`config.mk`:
```
export PLATFORM = sky130hd
export DESIGN_NAME = serial_add_ctrl
export DESIGN_NICKNAME = d
export VERILOG_FILES = /design/src/rtl/serial_add_pkg.sv /design/src/rtl/serial_add_ctrl_full_adder.sv /design/src/rtl/serial_add_ctrl.sv
export SDC_FILE = /design/constraint.sdc
export NUM_CORES = 1
export LEC_CHECK = 0
export BUFFER_PORTS_ARGS = -buffer_cell sky130_fd_sc_hd__buf_2
export CAP_MARGIN = 20
export CORE_MARGIN = 2
export CORE_UTILIZATION = 45
export DETAILED_ROUTE_END_ITERATION = 7
export PLACE_DENSITY_LB_ADDON = 0.2
export SYNTH_ARGS = -nofsm -noshare
export SYNTH_HDL_FRONTEND = slang
export SYNTH_HIERARCHICAL = 1
export SYNTH_SLANG_ARGS = --single-unit
```
`constraint.sdc`:
```
create_clock -name clk -period 1.9 [get_ports clk]
set_clock_uncertainty 0.1 [all_clocks]
set_input_delay 0.285 -clock clk [delete_from_list [all_inputs] [get_ports clk]]
set_output_delay 0.285 -clock clk [all_outputs]
set_load 0.01 [all_outputs]
```
`src/rtl/serial_add_pkg.sv`:
```
// Shared definitions for the bit-serial adder/subtractor: controller state
// encoding and the default operand width.
package serial_add_pkg;

  localparam int WIDTH_DEF = 8;

  typedef enum logic [1:0] {
    IDLE = 2'd0,
    BUSY = 2'd1,
    DONE = 2'd2
  } state_t;

endpackage

```
`src/rtl/serial_add_ctrl_full_adder.sv`:
```
// Single-bit full adder cell; the only arithmetic in the serial adder.
module Full_Adder (
  input  logic a,
  input  logic b,
  input  logic ci,
  output logic s,
  output logic co
);

  assign s  = a ^ b ^ ci;
  assign co = (a & b) | (ci & (a ^ b));

endmodule

```
`src/rtl/serial_add_ctrl.sv`:
```
// Bit-serial add/subtract controller: one Full_Adder sequenced LSB-first,
// carry held in a flip-flop, results returned over a valid/ready handshake.
module serial_add_ctrl
  import serial_add_pkg::*;
#(
  parameter int WIDTH = WIDTH_DEF
) (
  input  logic             clk,
  input  logic             rst,
  input  logic             in_valid,
  output logic             in_ready,
  input  logic [WIDTH-1:0] a,
  input  logic [WIDTH-1:0] b,
  input  logic             ci,
  input  logic             sub,
  output logic             out_valid,
  input  logic             out_ready,
  output logic [WIDTH-1:0] s,
  output logic             co,
  output logic             ovf
);

  localparam int CNT_W = (WIDTH > 1) ? $clog2(WIDTH) : 1;

  state_t             r_state;
  state_t             w_next;
  logic [CNT_W-1:0]   r_cnt;
  logic               r_carry;
  logic [WIDTH-1:0]   r_a;
  logic [WIDTH-1:0]   r_b;
  logic [WIDTH-1:0]   r_s;
  logic               r_co;
  logic               r_ovf;
  logic               w_accept;
  logic               w_last;
  logic               w_fa_s;
  logic               w_fa_co;
  logic               w_c_msb;

  Full_Adder u_fa (
    .a  (r_a[0]),
    .b  (r_b[0]),
    .ci (r_carry),
    .s  (w_fa_s),
    .co (w_fa_co)
  );

  assign w_last  = (r_cnt == CNT_W'(WIDTH - 1));
  // On the last bit the carry FF holds the carry into the MSB.
  assign w_c_msb = r_carry;

  always_comb begin
    w_next    = r_state;
    in_ready  = 1'b0;
    out_valid = 1'b0;
    case (r_state)
      IDLE: in_ready = 1'b1;
      BUSY: if (w_last) w_next = DONE;
      DONE: begin
        out_valid = 1'b1;
        in_ready  = out_ready;
        if (out_ready) w_next = in_valid ? BUSY : IDLE;
      end
      default: w_next = IDLE;
    endcase
    w_accept = in_valid && in_ready;
    if (w_accept) w_next = BUSY;
  end

  always_ff @(posedge clk or posedge rst) begin
    if (rst) r_state <= IDLE;
    else     r_state <= w_next;
  end

  always_ff @(posedge clk or posedge rst) begin
    if (rst) begin
      r_cnt   <= '0;
      r_carry <= 1'b0;
      r_a     <= '0;
      r_b     <= '0;
      r_s     <= '0;
      r_co    <= 1'b0;
      r_ovf   <= 1'b0;
    end else if (w_accept) begin
      // Subtraction is A + ~B + 1: invert B here and force the carry-in.
      r_a     <= a;
      r_b     <= sub ? ~b : b;
      r_carry <= sub | ci;
      r_cnt   <= '0;
    end else if (r_state == BUSY) begin
      r_a     <= r_a >> 1;
      r_b     <= r_b >> 1;
      r_s     <= {w_fa_s, r_s[WIDTH-1:1]};
      r_carry <= w_fa_co;
      if (w_last) begin
        r_cnt <= '0;
        r_co  <= w_fa_co;
        r_ovf <= w_c_msb ^ w_fa_co;
      end else begin
        r_cnt <= r_cnt + CNT_W'(1);
      end
    end
  end

  assign s   = r_s;
  assign co  = r_co;
  assign ovf = r_ovf;

endmodule
```
**Word level (Yosys, flattened, before mapping)**

Index checks and enable logic that the tools add are counted.

- Add/sub/neg operators: 1
- Bitwise operators: 9
- Muxes and demuxes: 17
- Reductions and logical operators: 6
- Equality and inequality tests: 6

Operator list:

| cell | count |
|---|---|
| $mux 8 | 5 |
| $mux 3 | 3 |
| $not 8->8 | 1 |
| $mux 2 | 3 |
| $ne 3x3->1 const B | 2 |
| $pmux 2 s3 | 1 |
| $reduce_and 3->1 | 2 |
| $mux 1 | 4 |
| $add 3x1->3 const B | 1 |
| $eq 3x3->1 const B | 1 |
| $xor 1x1->1 | 3 |
| $and 1x1->1 | 2 |
| $eq 2x1->1 const B | 1 |
| $eq 2x2->1 const B | 1 |
| $logic_not 2->1 | 1 |
| $ne 2x2->1 const B | 1 |
| $or 1x1->1 | 2 |
| $pmux 1 s2 | 1 |
| $reduce_and 2->1 | 1 |
| $reduce_bool 2->1 | 1 |
| $logic_and 1x1->1 | 1 |
| $not 1->1 | 1 |

- Input bits: 22
- Flip-flop bits (word level): 32

**Logic depth before layout (Yosys ltp)**

- Depth after elaboration: 5
- Mapped depth: 5
- Depth with buffers taken out: 4

**Modules after synthesis**

The synthesis kept the hierarchy.

Modules (own cells, without submodules):

| module | sequential area each (um2) | instances | area each (um2) | cells each |
|---|---|---|---|---|
| serial_add_ctrl | 800.8 | 1 | 1515.2 | 147 |
| Full_Adder | 0.0 | 1 | 20.0 | 1 |

**Worst setup path before layout**

OpenSTA, ideal clock, no wires.

- Path type: flip-flop to flip-flop
- From: register r_a[0]
- To: register r_ovf, in the netlist ovf
- Period minus slack after synthesis: 1464 ps
- Stages on the path, launching flop included: 4
- Arrival time: 1239 ps
- Path slack: 436 ps
- Setup time: 125 ps
- Path buffers: 0
- Path through: dfrtp_1 -> fa_1 -> xor2_1 -> mux2_2

- Longest elaborated chain between the ends: 4

RTL lines:

| element | line | source |
|---|---|---|
| start, declared | serial_add_ctrl.sv:29 | `logic [WIDTH-1:0] r_a;` |
| start signal, assigned | serial_add_ctrl.sv:91 | `r_a <= r_a >> 1;` |
| $xor 1x1->1 | serial_add_ctrl_full_adder.sv:11 | `assign co = (a & b) \| (ci & (a ^ b));` |
| $and 1x1->1 | serial_add_ctrl_full_adder.sv:11 |  |
| $or 1x1->1 * | serial_add_ctrl_full_adder.sv:11 |  |
| net w_fa_co | serial_add_ctrl.sv:37 | `logic w_fa_co;` |
| $xor 1x1->1 * | serial_add_ctrl.sv:98 | `r_ovf <= w_c_msb ^ w_fa_co;` |
| end signal, assigned | serial_add_ctrl.sv:98 |  |
| end, declared | serial_add_ctrl.sv:33 | `logic r_ovf;` |

The timed path passes the listed nets; every way through them passes the cells marked *.
A chain may end at the register's enable or synchronous reset.

**Final worst setup path**

- From: register r_state[1]
- To: output port in_ready

- Longest elaborated chain between the ends: 2

RTL lines:

| element | line | source |
|---|---|---|
| start, declared | serial_add_ctrl.sv:25 | `state_t r_state;` |
| start signal, assigned | serial_add_ctrl.sv:72 | `else r_state <= w_next;` |
| $eq 2x2->1 / $logic_not 2->1 (equally long branches) | serial_add_ctrl.sv:56 | `case (r_state)` |
| $pmux 1 s2 * | serial_add_ctrl.sv:56 |  |
| end, declared | serial_add_ctrl.sv:11 | `output logic in_ready,` |

Mark *: on every way between the ends. The rest lies on a longest branch, timed or not.

==> key figures <==
Clocking
  • Post-CTS setup buffer count: 0
  • Root Buffer: clkbuf_4
  • CTS tree: built
  • Cts repair resizes: 0
  • Clk sinks: 32
  • CTS max path bufs: 2
  • Clk_lat worst skew: 0.33 ns
  • Cts bufs inserted: 5
  • H-tree depth: 2
  • Clk pin slew, worst setup/hold paths: 0.09 ns

Worst setup path
  • CP Max Fanout: 8
  • Worst EP required: 1.51 ns
  • Worst setup path class: flip-flop to output port
  • CP top delay family: simple AND/OR/NAND/NOR gates
  • CP peak stage delay: 0.41 ns
  • Flop-to-flop setup slack: 0.34 ns
  • CP Data Arrival Time: 1.38 ns
  • Critical path endpoint category: output port
  • Worst Path Buf+Inv: 1
  • Worst Setup Start Kind: flip-flop
  • Crit path cell chain: nand2b_1, nor2b_1, buf_2
  • Slowest cell on crit path: dfrtp_1

Timing
  • Least-Margin Pin Slew: 0.438 ns
  • Peak Freq: 567 MHz
  • # setup viols final: 0
  • Slew Viols, Final: 0
  • Final min period: 1.77 ns
  • Final Hold Vio Count: 0
  • Tcrit/Tclk final: 92.9%
  • RSZ-0062 raised after global routing: false
  • Hold_ws: 0.0716 ns
  • Setup TNS: 0 ns
  • Relative slew margins: 70.8%

Run status
  • Status: finished, final reports clean

Synth
  • Flops & latches, synth: 32
  • Syn nets: 173
  • Count of cell types in the netlist: 27
  • Avg Synthesized Cell Area: 10.4 µm²
  • Ys flop type: dfrtp_1
  • Synth async-reset ratio: 100%
  • Post-Synthesis Cell Area: 1540 µm²
  • Synth warn: 6
  • Register area share after synthesis: 52.2%
  • Number of enable flip-flop cells after synthesis: 0
  • Post-Syn Instances: 148

Worst hold path
  • HP Class: input pin to flip-flop

Finish
  • Final instance area: 1790 µm²
  • Antenna Cells: 0
  • Fillers: 327
  • Post-Layout Cell Count: 230
  • Area growth, synth to finish: 16.4%
  • Final nets: 209
  • Share of cells above drive strength 1: 27.2%

Global routing
  • GRT met1 Usage: 19.8%
  • Grt total ovfl: 0
  • First-pass GRT wire length: 4910 µm
  • Initial antenna violation count: 0
  • Routing usage on met2: 27.6%
  • Layer with the highest usage: met2
  • Vias in the first global route: 1,099
  • Largest net degree at the start of global routing: 33
  • Gr usage total: 16.4%
  • Routing usage on met3: 3.96%

Place
  • HPWL Detailed: 2060 µm
  • Port buffer count: 33
  • RD Place Congestion: 0.754
  • Post-DP Area: 1730 µm²
  • Placed cell count: 222

Floorplan
  • Vert. Die Dim: 62.4 µm
  • Die X-Extent: 62.4 µm
  • Initial Util: 46.4%
  • Num rows: 21
  • Die area: 3900 µm²
  • Core area: 3310 µm²
  • Io pins: 34

Routing
  • Initial DRC Count: 53
  • Total length of routed wires: 2890 µm
  • Pre-antenna DRT Iters: 4
  • Via Count: 1,146
  • Wire per inst: 12.5 µm
  • Vias per cell: 4.98
  • Detailed-route DRC error count: 0
  • Final antenna-violating net count: 0

Power and ir drop
  • Leak: 0.931 nW
  • Pwr dens: 1440 nW/µm²
  • VDD IR max: 0.555 mV

Flow run
  • Max-Cap Viols: 0
path summary, 6_finish.rpt:
| kind | startpoint | to | cells past startpoint |
|---|---|---|---|
| min in group asynchronous | rst | s[7]$_DFFE_PP0P_ | 4 |
| min reg2reg | s[0]$_DFFE_PP0P_ | s[0]$_DFFE_PP0P_ | 2 |
| max | r_state[1]$_DFFE_PP0P_ | in_ready | 3 |
| max reg2reg | r_state[1]$_DFFE_PP0P_ | r_b[4]$_DFFE_PP0P_ | 3 |
| max in group asynchronous | rst | r_b[7]$_DFFE_PP0P_ | 4 |
| min | a[3] | r_a[3]$_DFFE_PP0P_ | 3 |
report_power, final:
part / switching [mW] / leakage [nW] / internal [mW]
logic: 0.574 / 0.495 / 0.494
clock network: 0.217 / 0.0281 / 0.136
registers: 0.182 / 0.408 / 0.973
total: 0.973 / 0.931 / 1.60
cell usage after synthesis, types with 2 or more instances:
master	instances	share of area, %
ha_1	2	1.6
xor2_1	9	5.1
mux2_2	2	1.5
a21oi_1	3	0.98
inv_1	2	0.49
nand2b_1	3	1.2
dfrtp_1	32	52
o21ai_0	6	2.0
nand3_1	12	3.9
buf_2	4	1.3
clkbuf_1	2	0.49
o21ai_1	7	2.3
and2_1	5	2.0
mux2i_1	10	6.5
buf_6	2	1.5
a221o_1	5	3.3
nand2_1	32	7.8
kinds of logic after synthesis:
| family | count (synthesis) | synth area share (%) |
|---|---|---|
| compound gates | 23 | 9.54 |
| xor+xnor | 9 | 5.13 |
| fa+ha+maj | 3 | 2.93 |
| buf+inv | 11 | 4.24 |
| flops | 32 | 52.2 |
| mux | 12 | 7.99 |
| simple gates | 58 | 18.0 |
what timing repair did:
item	in CTS	in global routing
endpoints found under the setup margin	0	0
endpoints found under the hold margin	32	0
hold buffers	1	0
area by class of cell:
cell class                      count  area (µm²)  area share [%]
Clock buffer                        6        41.3            2.31
Clock inverter                      1        5.00           0.280
Inverter                            2        7.51           0.420
Multi-Input combinational cell    105         669            37.5
Sequential cell                    32         801            44.8
Tap cell                           46        57.6            3.22
Timing Repair Buffer               38         205            11.5
registers in the layout (all words and copies together) (netlist names):
register,cells
co,1
ovf,1
r_a,8
r_b,8
r_carry,1
r_cnt,3
r_state,2
s,8
per-layer routing:
layer	wire, µm	part of all wire [%]
met1	1240	43
met5	0	0
met3	134	4.6
met4	61	2.1
met2	1450	50
cells in the final DEF, fill, tap and decap left out, drive strengths merged:
cell type,n
clkinv,1
buf,37
a221o,5
clkbuf,6
and2,6
xor2,9
a21oi,4
nand2,32
o21bai,1
nor2b,2
nand3,12
mux2,2
inv,2
ha,2
dfrtp,32
nand2b,3
mux2i,10
dlygate4sd3,1
and2b,1
fa,1
or2,1
or3,1
o21ai,13
per-stage QoR:
step           power, mW  worst slack (ns)  utilization (%)
3_3_place_gp        2.21             0.384             52.3
6_report            2.58             0.135             54.0
4_1_cts             2.61             0.140             54.0
3_5_place_dp        2.26             0.342             52.3
5_1_grt             2.81            0.0474             54.0
2_1_floorplan       1.97             0.436                -
worst min-delay path, stage by stage:
cell	delay, ns
buf_2	0.08
nand3_1	0.05
o21ai_0	0.06
(Power assumes the default switching activity.)
